==> src/rtl/sram_bus_pkg.sv <==
// Shared types and widths for the 68k SRAM bus responder.
// Holds the FSM state enum, block index type and counter widths.
package sram_bus_pkg;

  localparam int WAIT_W     = 4;
  localparam int REC_W      = 3;
  localparam int NUM_BLOCKS = 4;

  typedef enum logic [1:0] {
    IDLE    = 2'd0,
    ACCESS  = 2'd1,
    RECOVER = 2'd2,
    ACK     = 2'd3
  } state_t;

  typedef logic [1:0] block_idx_t;

  function automatic logic [NUM_BLOCKS-1:0] block_onehot(
    input block_idx_t idx
  );
    return NUM_BLOCKS'(1) << idx;
  endfunction

endpackage

==> src/rtl/sram_wait_counter.sv <==
// Loadable down-counter with zero flag.
// Shared by the ACCESS and RECOVER phases of the SRAM responder.
module sram_wait_counter
  import sram_bus_pkg::*;
#(
  parameter int W = WAIT_W
) (
  input  logic         clk,
  input  logic         rst_n,
  input  logic         load,
  input  logic [W-1:0] load_val,
  output logic         zero
);

  logic [W-1:0] cnt;

  always_ff @(posedge clk) begin
    if (!rst_n) begin
      cnt <= '0;
    end else if (load) begin
      cnt <= load_val;
    end else if (cnt != '0) begin
      cnt <= cnt - W'(1);
    end
  end

  assign zero = (cnt == '0);

endmodule

==> src/rtl/sram_bus_responder.sv <==
// 68k bus responder for the 256 KB SRAM region with wait states.
// Optional block-0 write protect with BERR: SRAM_WRITE_PROTECT_EN.
module sram_bus_responder
  import sram_bus_pkg::*;
#(
  parameter int WAIT_STATES = 1,
  parameter int WR_RECOVERY = 1
) (
  input  logic                  Clock,
  input  logic                  Reset_L,
  input  logic [16:0]           Address,
  input  logic                  SRamSelect_H,
  input  logic                  AS_L,
  input  logic                  UDS_L,
  input  logic                  LDS_L,
  input  logic                  RW,
  output logic [NUM_BLOCKS-1:0] Block_H,
  output logic                  SramOE_L,
  output logic                  SramWEU_L,
  output logic                  SramWEL_L,
  output logic                  DtackOut_L
`ifdef SRAM_WRITE_PROTECT_EN
  ,
  output logic                  BERR_L,
  input  logic                  WriteProt_H
`endif
);

  localparam logic [WAIT_W-1:0] WAIT_LOAD =
    WAIT_W'(WAIT_STATES);
  localparam logic [WAIT_W-1:0] REC_LOAD =
    (WR_RECOVERY > 0) ? WAIT_W'(WR_RECOVERY - 1) : '0;
  localparam bit NO_REC = (WR_RECOVERY == 0);

  state_t     state;
  block_idx_t blk_q;
  logic       rd_q;
  logic       u_q;
  logic       l_q;
  logic       prot_q;

  logic              start;
  logic              prot_start;
  logic              cnt_load;
  logic [WAIT_W-1:0] cnt_val;
  logic              cnt_zero;
  logic              unused_addr;

  assign unused_addr = ^Address[14:0];

  assign start = SRamSelect_H & ~AS_L
               & (~UDS_L | ~LDS_L);

`ifdef SRAM_WRITE_PROTECT_EN
  assign prot_start = ~RW & WriteProt_H
                    & (Address[16:15] == 2'd0);
`else
  assign prot_start = 1'b0;
`endif

  // Idle keeps the access count preloaded; the ACCESS
  // exit reloads it for the recovery phase.
  always_comb begin
    cnt_load = 1'b0;
    cnt_val  = WAIT_LOAD;
    if (state == IDLE) begin
      cnt_load = 1'b1;
    end else if (state == ACCESS && cnt_zero) begin
      cnt_load = 1'b1;
      cnt_val  = REC_LOAD;
    end
  end

  sram_wait_counter #(
    .W(WAIT_W)
  ) u_cnt (
    .clk     (Clock),
    .rst_n   (Reset_L),
    .load    (cnt_load),
    .load_val(cnt_val),
    .zero    (cnt_zero)
  );

  always_ff @(posedge Clock) begin
    if (!Reset_L) begin
      state  <= IDLE;
      blk_q  <= '0;
      rd_q   <= 1'b1;
      u_q    <= 1'b0;
      l_q    <= 1'b0;
      prot_q <= 1'b0;
    end else begin
      unique case (state)
        IDLE: begin
          if (start) begin
            state  <= ACCESS;
            blk_q  <= Address[16:15];
            rd_q   <= RW;
            u_q    <= ~UDS_L;
            l_q    <= ~LDS_L;
            prot_q <= prot_start;
          end
        end
        ACCESS: begin
          if (AS_L) begin
            state <= IDLE;
          end else if (cnt_zero) begin
            if (rd_q || prot_q || NO_REC) begin
              state <= ACK;
            end else begin
              state <= RECOVER;
            end
          end
        end
        RECOVER: begin
          if (AS_L) begin
            state <= IDLE;
          end else if (cnt_zero) begin
            state <= ACK;
          end
        end
        ACK: begin
          if (AS_L) begin
            state <= IDLE;
          end
        end
        default: state <= IDLE;
      endcase
    end
  end

  // Outputs are registered from the state held in the
  // preceding cycle, so each phase shows one edge later.
  always_ff @(posedge Clock) begin
    if (!Reset_L) begin
      Block_H    <= '0;
      SramOE_L   <= 1'b1;
      SramWEU_L  <= 1'b1;
      SramWEL_L  <= 1'b1;
      DtackOut_L <= 1'b1;
`ifdef SRAM_WRITE_PROTECT_EN
      BERR_L     <= 1'b1;
`endif
    end else begin
      Block_H    <= '0;
      SramOE_L   <= 1'b1;
      SramWEU_L  <= 1'b1;
      SramWEL_L  <= 1'b1;
      DtackOut_L <= 1'b1;
`ifdef SRAM_WRITE_PROTECT_EN
      BERR_L     <= 1'b1;
`endif
      unique case (1'b1)
        (state == ACCESS): begin
          Block_H   <= block_onehot(blk_q);
          SramOE_L  <= ~rd_q;
          SramWEU_L <= rd_q | prot_q | ~u_q;
          SramWEL_L <= rd_q | prot_q | ~l_q;
        end
        (state == RECOVER): begin
          Block_H <= block_onehot(blk_q);
        end
        (state == ACK): begin
          if (rd_q) begin
            Block_H  <= block_onehot(blk_q);
            SramOE_L <= 1'b0;
          end
`ifdef SRAM_WRITE_PROTECT_EN
          if (prot_q) BERR_L <= 1'b0;
          else
`endif
          DtackOut_L <= 1'b0;
        end
        default: begin
        end
      endcase
    end
  end

endmodule
==> config.mk <==
export PLATFORM = sky130hd
export DESIGN_NAME = sram_bus_responder
export DESIGN_NICKNAME = d
export VERILOG_FILES = /design/src/rtl/sram_bus_pkg.sv /design/src/rtl/sram_wait_counter.sv /design/src/rtl/sram_bus_responder.sv
export SDC_FILE = /design/constraint.sdc
export NUM_CORES = 1
export LEC_CHECK = 0
export ABC_AREA = 0
export CORE_ASPECT_RATIO = 1.25
export CORE_MARGIN = 2
export CORE_UTILIZATION = 38
export DETAILED_ROUTE_END_ITERATION = 6
export GPL_TIMING_DRIVEN = 0
export PLACE_DENSITY = 0.74
export SLEW_MARGIN = 20
export SYNTH_ARGS = -nofsm -noshare
export SYNTH_HDL_FRONTEND = slang
export SYNTH_SLANG_ARGS = --single-unit
export TNS_END_PERCENT = 1
==> constraint.sdc <==
create_clock -name Clock -period 1.5 [get_ports Clock]
set_clock_uncertainty 0.15 [all_clocks]
set_input_delay 0.15 -clock Clock [delete_from_list [all_inputs] [get_ports Clock]]
set_output_delay 0.15 -clock Clock [all_outputs]
set_load 0.05 [all_outputs]
==> qor.csv, run 1 <==
stage,metric,value,unit
clocking,ctsHtreeMaxLevel,1,
final_layout,final_nets,143,
logic_synthesis,muxShareOfSynthArea,0.0360,
final_layout,layout_common_cells,"15 x dfxtp_1, 11 x nand2_1, 8 x clkdlybuf4s50_1",
outcome,violations,negative setup slack,
worst_setup_path,path_delay_family,flip-flops,
clocking,clock_latency,310,ps
logic_synthesis,synth-xor-area-share,0.0105,
logic_synthesis,synthSimpleGateAreaFrac,0.215,
logic_synthesis,syn_area,833,µm²
drt,wl,1660,µm
placed_design,io_buffers,16,
logic_synthesis,ys_types,30,
final_layout,syn2layout_area_growth,36.3,%
power,p_int,0.000804,W
sta,finalHoldViolCount,0,
final_layout,diodes,0,
sta,layout_setup_ws,-31.8,ps
worst_setup_path,slowest_delay,380,ps
worst_hold_path,worst_hold_path_type,flip-flop to flip-flop,
logic_synthesis,synth_top_family_by_area,simple AND/OR/NAND/NOR gates,
placed_design,routabilityCongestion,0.793,
sta,finalSetupTns,-31.8,ps
worst_setup_path,worst_ep_arrival_time,1590,ps
worst_setup_path,critPathLaunchType,flip-flop,
drt,vias,693,
logic_synthesis,synth_nets,119,
floorplan,dieArea,0.00259,mm²
worst_setup_path,path_cells,"inv_2, ha_1, nor2_2, o31ai_4, o31ai_2, a21oi_2",
logic_synthesis,netlist_instances,88,
logic_synthesis,yosys_warnings,0,
clocking,cts_root_buf,clkbuf_4,
sta,drv_slew,0,
drt,firstDrtPassIters,4,
drt,drcViolationCount,0,
power,power_frac_clock,0.233,
outcome,status,"finished, violations left",
global_routing,grt_pass1_vias,604,
global_routing,grt_max_degree,13,
floorplan,fp.dieW,45.9,µm
floorplan,die_h,56.4,µm
global_routing,antenna_found_initial,0,
sta,setup_viol,1,
logic_synthesis,synth.avg_cell_area,9.47,µm²
worst_setup_path,cp_max_fo,5,
drt,wl_per_cell,12.7,µm
drt,via_per_inst,5.29,
sta,min_period,1530,ps
worst_setup_path,slowest_stage,dfxtp_2,
placed_design,dp_slack,-164,ps
worst_setup_path,required,1560,ps
floorplan,pin_count,32,
clocking,clkTransAtPathRegs,110,ps
run,maxCapViolations,0,
placed_design,dp_hpwl,1070,µm
sta,max_freq,0.653,GHz
drt,drt_iter0_drc,24,
logic_synthesis,synth_compound_area_frac,0.140,
global_routing,track_usage,0.137,
clocking,cts_buffer_depth,2,
floorplan,row_count,18,
power,p_seq_frac,0.482,
clocking,cts_num_sinks,19,
power,combPwrFrac,0.285,
sta,rsz0062_at_grt,true,
global_routing,grt.overflow.total,0,
sta,period_share,1.02,
power,switching_share,0.317,
power,power_leakage,0.460,nW
drt,final_antenna_net_count,0,
floorplan,core,0.00203,mm²
power,p_sw,0.000372,W
power,pwr_density_cell,1040,mW/mm²
clocking,cts_buffers,3,
clocking,hold_buffers,0,
global_routing,grt_pass1_wl,2520,µm
clocking,cts_tree,yes,
worst_setup_path,cp.buffers_inverters,1,
worst_setup_path,critPathKind,flip-flop to flip-flop,
final_layout,mostFrequentLayoutCell,dfxtp_1,
sta,worst_pin_slew,493,ps
logic_synthesis,synthAdderAreaFrac,0.105,
worst_setup_path,end_kind,flip-flop,
sta,max_slew_margin,0.672,
logic_synthesis,yosys_register_bits,19,
final_layout,final_layout_size_suffix_gt1_frac,0.225,
logic_synthesis,yosysSeqAreaShare,0.456,
floorplan,initial_core_util,0.411,
power,max-vdd-ir-drop,584,µV
## what timing repair did
item	4_1_cts	5_1_grt
setup endpoints to repair	20	13
cloned	0	0
setup buffers	0	4
resized for setup	14	20
pin swaps	2	3
## registers in the layout, summed over array words and instances (netlist names)
signal	flops
blk_q	2
rd_q	1
SramOE_L	1
u_q	1
SramWEU_L	1
state	2
l_q	1
u_cnt.cnt	4
DtackOut_L	1
Block_H	4
SramWEL_L	1
## stage by stage
stage	cells	total power [W]	util	hold slack, ps	area (µm²)
global placement	124	0.000813	0.502	219	1020
CTS	128	0.00110	0.519	246	1050
floorplan	88	0.000750	-	118	833
finish	131	0.00118	0.560	247	1140
detailed placement	124	0.000819	0.502	218	1020
global route	131	0.00124	0.560	263	1140
## routing by layer
layer  part of all wire  wire length [µm]  vias to the layer above  GRT usage
met1               0.42               694                      323      0.155
met3              0.027                44                        5     0.0193
met5                  0                 0                        -          0
met4              0.036                60                        0      0.110
li1                   -                 -                      347          -
met2               0.52               859                       18      0.214
## cell usage after synthesis
cell type  count  share of area
o32ai_1        1          0.011
inv_1          6          0.027
o31ai_1        1         0.0090
o211ai_1       1         0.0090
a31oi_1        2          0.015
nand2b_1       2          0.015
nor2b_1        2          0.015
a21o_1         1         0.0090
dfxtp_1       19           0.46
nor2_1         9          0.041
or3_1          1         0.0075
nand3b_1       1         0.0090
o21a_1         1         0.0090
buf_2          1         0.0060
and4b_1        1          0.012
nor3b_4        1          0.023
nand3_1        1         0.0060
xnor2_1        1          0.011
nand2_1       11          0.050
a21oi_1        4          0.024
and3_1         1         0.0075
nor3_1         2          0.012
ha_1           7           0.11
nor3b_1        2          0.018
o31ai_2        1          0.015
o211a_1        2          0.024
a21boi_0       1         0.0090
clkbuf_1       1         0.0045
o21ai_0        1         0.0060
mux2i_1        3          0.036
## logic make-up (layout without fill, tap and decap cells)
| group | Yosys count | in the layout |
|---|---|---|
| flops | 19 | 19 |
| fa+ha+maj | 7 | 7 |
| xor+xnor | 1 | 1 |
| simple gates | 34 | 34 |
| mux | 3 | 3 |
| buf+inv | 8 | 31 |
| compound gates | 16 | 16 |
## cell type report
class / instances / area, µm²
fillers: 173 / 891
multi-input cells: 61 / 474
flip-flops and latches: 19 / 388
repair buffers: 19 / 179
inverters: 6 / 25.0
well taps: 20 / 25.0
clock buffers: 3 / 22.5
plain buffers: 2 / 15.0
clock inverters: 1 / 7.51
## power groups by stage
| stage | registers (W) | logic, W | clock network [W] |
|---|---|---|---|
| floorplan | 0.000582 | 0.000168 | 0 |
| global placement | 0.000568 | 0.000245 | 0 |
| detailed placement | 0.000569 | 0.000250 | 0 |
| CTS | 0.000560 | 0.000257 | 0.000282 |
| global route | 0.000571 | 0.000366 | 0.000301 |
| finish | 0.000567 | 0.000336 | 0.000274 |
## worst paths after layout
path	start	end	slack, ps	cells past startpoint
worst max register to register	state[1]	state[0]	-30	6
worst min register to register	l_q	SramWEL_L	250	1
worst max-delay path	state[1]	state[0]	-30	6
worst min-delay path	l_q	SramWEL_L	250	1
(Power assumes the default switching activity.)
==> inputs of run 2 (changes only) <==
CELL_PAD_IN_SITES_DETAIL_PLACEMENT = 0   (was not set)
CELL_PAD_IN_SITES_GLOBAL_PLACEMENT = 1   (was not set)
CORE_UTILIZATION = 31   (was 38)
PLACE_DENSITY = not set   (was 0.74)
PLACE_DENSITY_LB_ADDON = 0.1   (was not set)
clock period = 1.45 ns   (was 1.5 ns; I/O delays follow)
==> qor.csv, run 2 (synthesis results as in run 1) <==
stage,metric,value,unit,change
outcome,status,"finished, violations left",,
run,maxCapViolations,0,,unchanged
power,max-vdd-ir-drop,373,µV,-36%
sta,min_period,1500,ps,-27.8 ps
clocking,ctsHtreeMaxLevel,1,,unchanged
outcome,violations,negative setup slack,,
drt,via_per_inst,4.66,,-12%
power,total_power,0.00119,W,+1.5%
drt,vias,675,,-2.6%
floorplan,dieArea,0.00312,mm²,+21%
drt,wl,1540,µm,-7.2%
placed_design,postPlaceCellArea,0.00104,mm²,+2.6%
drt,drcViolationCount,0,,unchanged
clocking,cts_buffers,3,,unchanged
final_layout,layout_common_cells,"15 x dfxtp_1, 11 x nand2_1, 8 x clkdlybuf4s50_1",,
placed_design,dp_hpwl,1120,µm,+4.8%
drt,firstDrtPassIters,3,,-1
final_layout,reg_top3,"Block_H: 4 flops, u_cnt.cnt: 4 flops",,
worst_setup_path,end_kind,flip-flop,,
placed_design,dp_slack,-189,ps,-25.2 ps
final_layout,stdcell_count,145,,+11%
global_routing,grt_max_degree,12,,-1
floorplan,fp.dieW,50.4,µm,+9.8%
floorplan,die_h,62.0,µm,+10%
sta,worst_pin_slew,480,ps,-13.6 ps
global_routing,grt_pass1_vias,591,,-2.2%
sta,layout_setup_ws,-54.0,ps,-22.2 ps
final_layout,mostFrequentLayoutCell,dfxtp_1,,
clocking,cts_num_sinks,19,,unchanged
global_routing,antenna_found_initial,0,,unchanged
sta,period_share,1.04,,+0.0161
drt,wl_per_cell,10.6,µm,-16%
sta,max_freq,0.665,GHz,+1.8%
final_layout,syn2layout_area_growth,36.9,%,
worst_setup_path,required,1510,ps,-50 ps
final_layout,final_nets,143,,unchanged
worst_setup_path,worst_ep_arrival_time,1570,ps,-20 ps
floorplan,row_count,21,,+3
sta,finalHoldViolCount,0,,unchanged
floorplan,initial_core_util,0.317,,-0.0940
placed_design,placed_cells,138,,+11%
sta,setup_viol,4,,+3
global_routing,grt.overflow.total,0,,unchanged
clocking,cts_tree,yes,,
sta,max_slew_margin,0.681,,+0.00902
global_routing,track_usage,0.107,,-0.0301
worst_setup_path,cp_max_fo,8,,+3
worst_setup_path,critPathLaunchType,flip-flop,,
global_routing,grt_pass1_wl,2480,µm,-1.6%
final_layout,design_area,0.00114,mm²,+0.44%
final_layout,final_layout_size_suffix_gt1_frac,0.243,,+0.0180
clocking,hold_buffers,0,,unchanged
clocking,cts_root_buf,clkbuf_4,,
final_layout,diodes,0,,unchanged
clocking,clock_latency,300,ps,about the same
drt,drt_iter0_drc,2,,-92%
worst_hold_path,worst_hold_path_type,flip-flop to flip-flop,,
floorplan,pin_count,32,,unchanged
clocking,clkTransAtPathRegs,120,ps,about the same
drt,final_antenna_net_count,0,,unchanged
sta,rsz0062_at_grt,true,,
floorplan,core,0.00263,mm²,+30%
placed_design,routabilityCongestion,0.727,,-8.3%
worst_setup_path,critPathKind,flip-flop to flip-flop,,
sta,drv_slew,0,,unchanged
clocking,cts_buffer_depth,2,,unchanged
power,pwr_density_cell,1050,mW/mm²,+1.1%
power,power_leakage,0.466,nW,+1.4%
worst_setup_path,r2r_slack,-50,ps,-20 ps
placed_design,io_buffers,16,,unchanged
run 2: worst max-delay path, stage by stage, from the launching register on:
cell	delay [ps]
dfxtp_2	350
inv_2	60
ha_2	170
nor3b_4	210
buf_12	150
a31oi_1	70
o32ai_1	260
run 2: layer usage:
| metal | share of wire | wire, µm | global-route usage |
|---|---|---|---|
| met5 | 0 | 0 | 0 |
| met4 | 0.025 | 38 | 0.0927 |
| met3 | 0.032 | 49 | 0.00718 |
| met2 | 0.48 | 737 | 0.195 |
| met1 | 0.46 | 714 | 0.113 |
run 2: layout make-up:
class | instances | area [µm²]
Inverter | 6 | 27.5
Timing Repair Buffer | 19 | 180
Clock buffer | 3 | 22.5
Buffer | 2 | 15.0
Tap cell | 34 | 42.5
Clock inverter | 1 | 5.00
Fill cell | 275 | 1490
Sequential cell | 19 | 385
Multi-Input combinational cell | 61 | 463
run 2: path summary, 6_finish.rpt:
| path | from | to | cells past startpoint |
|---|---|---|---|
| max | u_cnt.cnt[0] | state[1] | 6 |
| min | u_q | SramWEU_L | 1 |
| max reg2reg | u_cnt.cnt[0] | state[1] | 6 |
| min reg2reg | u_q | SramWEU_L | 1 |
run 2: through the flow:
step | util | hold WS (ps) | TNS (ps)
after floorplan | - | 113 | -5.64
after global placement | 0.398 | 219 | -2030
after detailed placement | 0.398 | 221 | -2050
after CTS | 0.411 | 249 | -459
after global routing | 0.434 | 266 | -781
final | 0.434 | 247 | -107
run 2: what timing repair did:
item,CTS,global route
buffers inserted,0,4
setup endpoints to repair,21,21
pin swaps,1,3
gates resized for setup,14,21
run 2: power breakdown:
group	switching, W	internal (W)	leakage [nW]
registers	0.0000289	0.000556	0.156
clock network	0.000170	0.000103	0.0177
logic	0.000164	0.000173	0.293
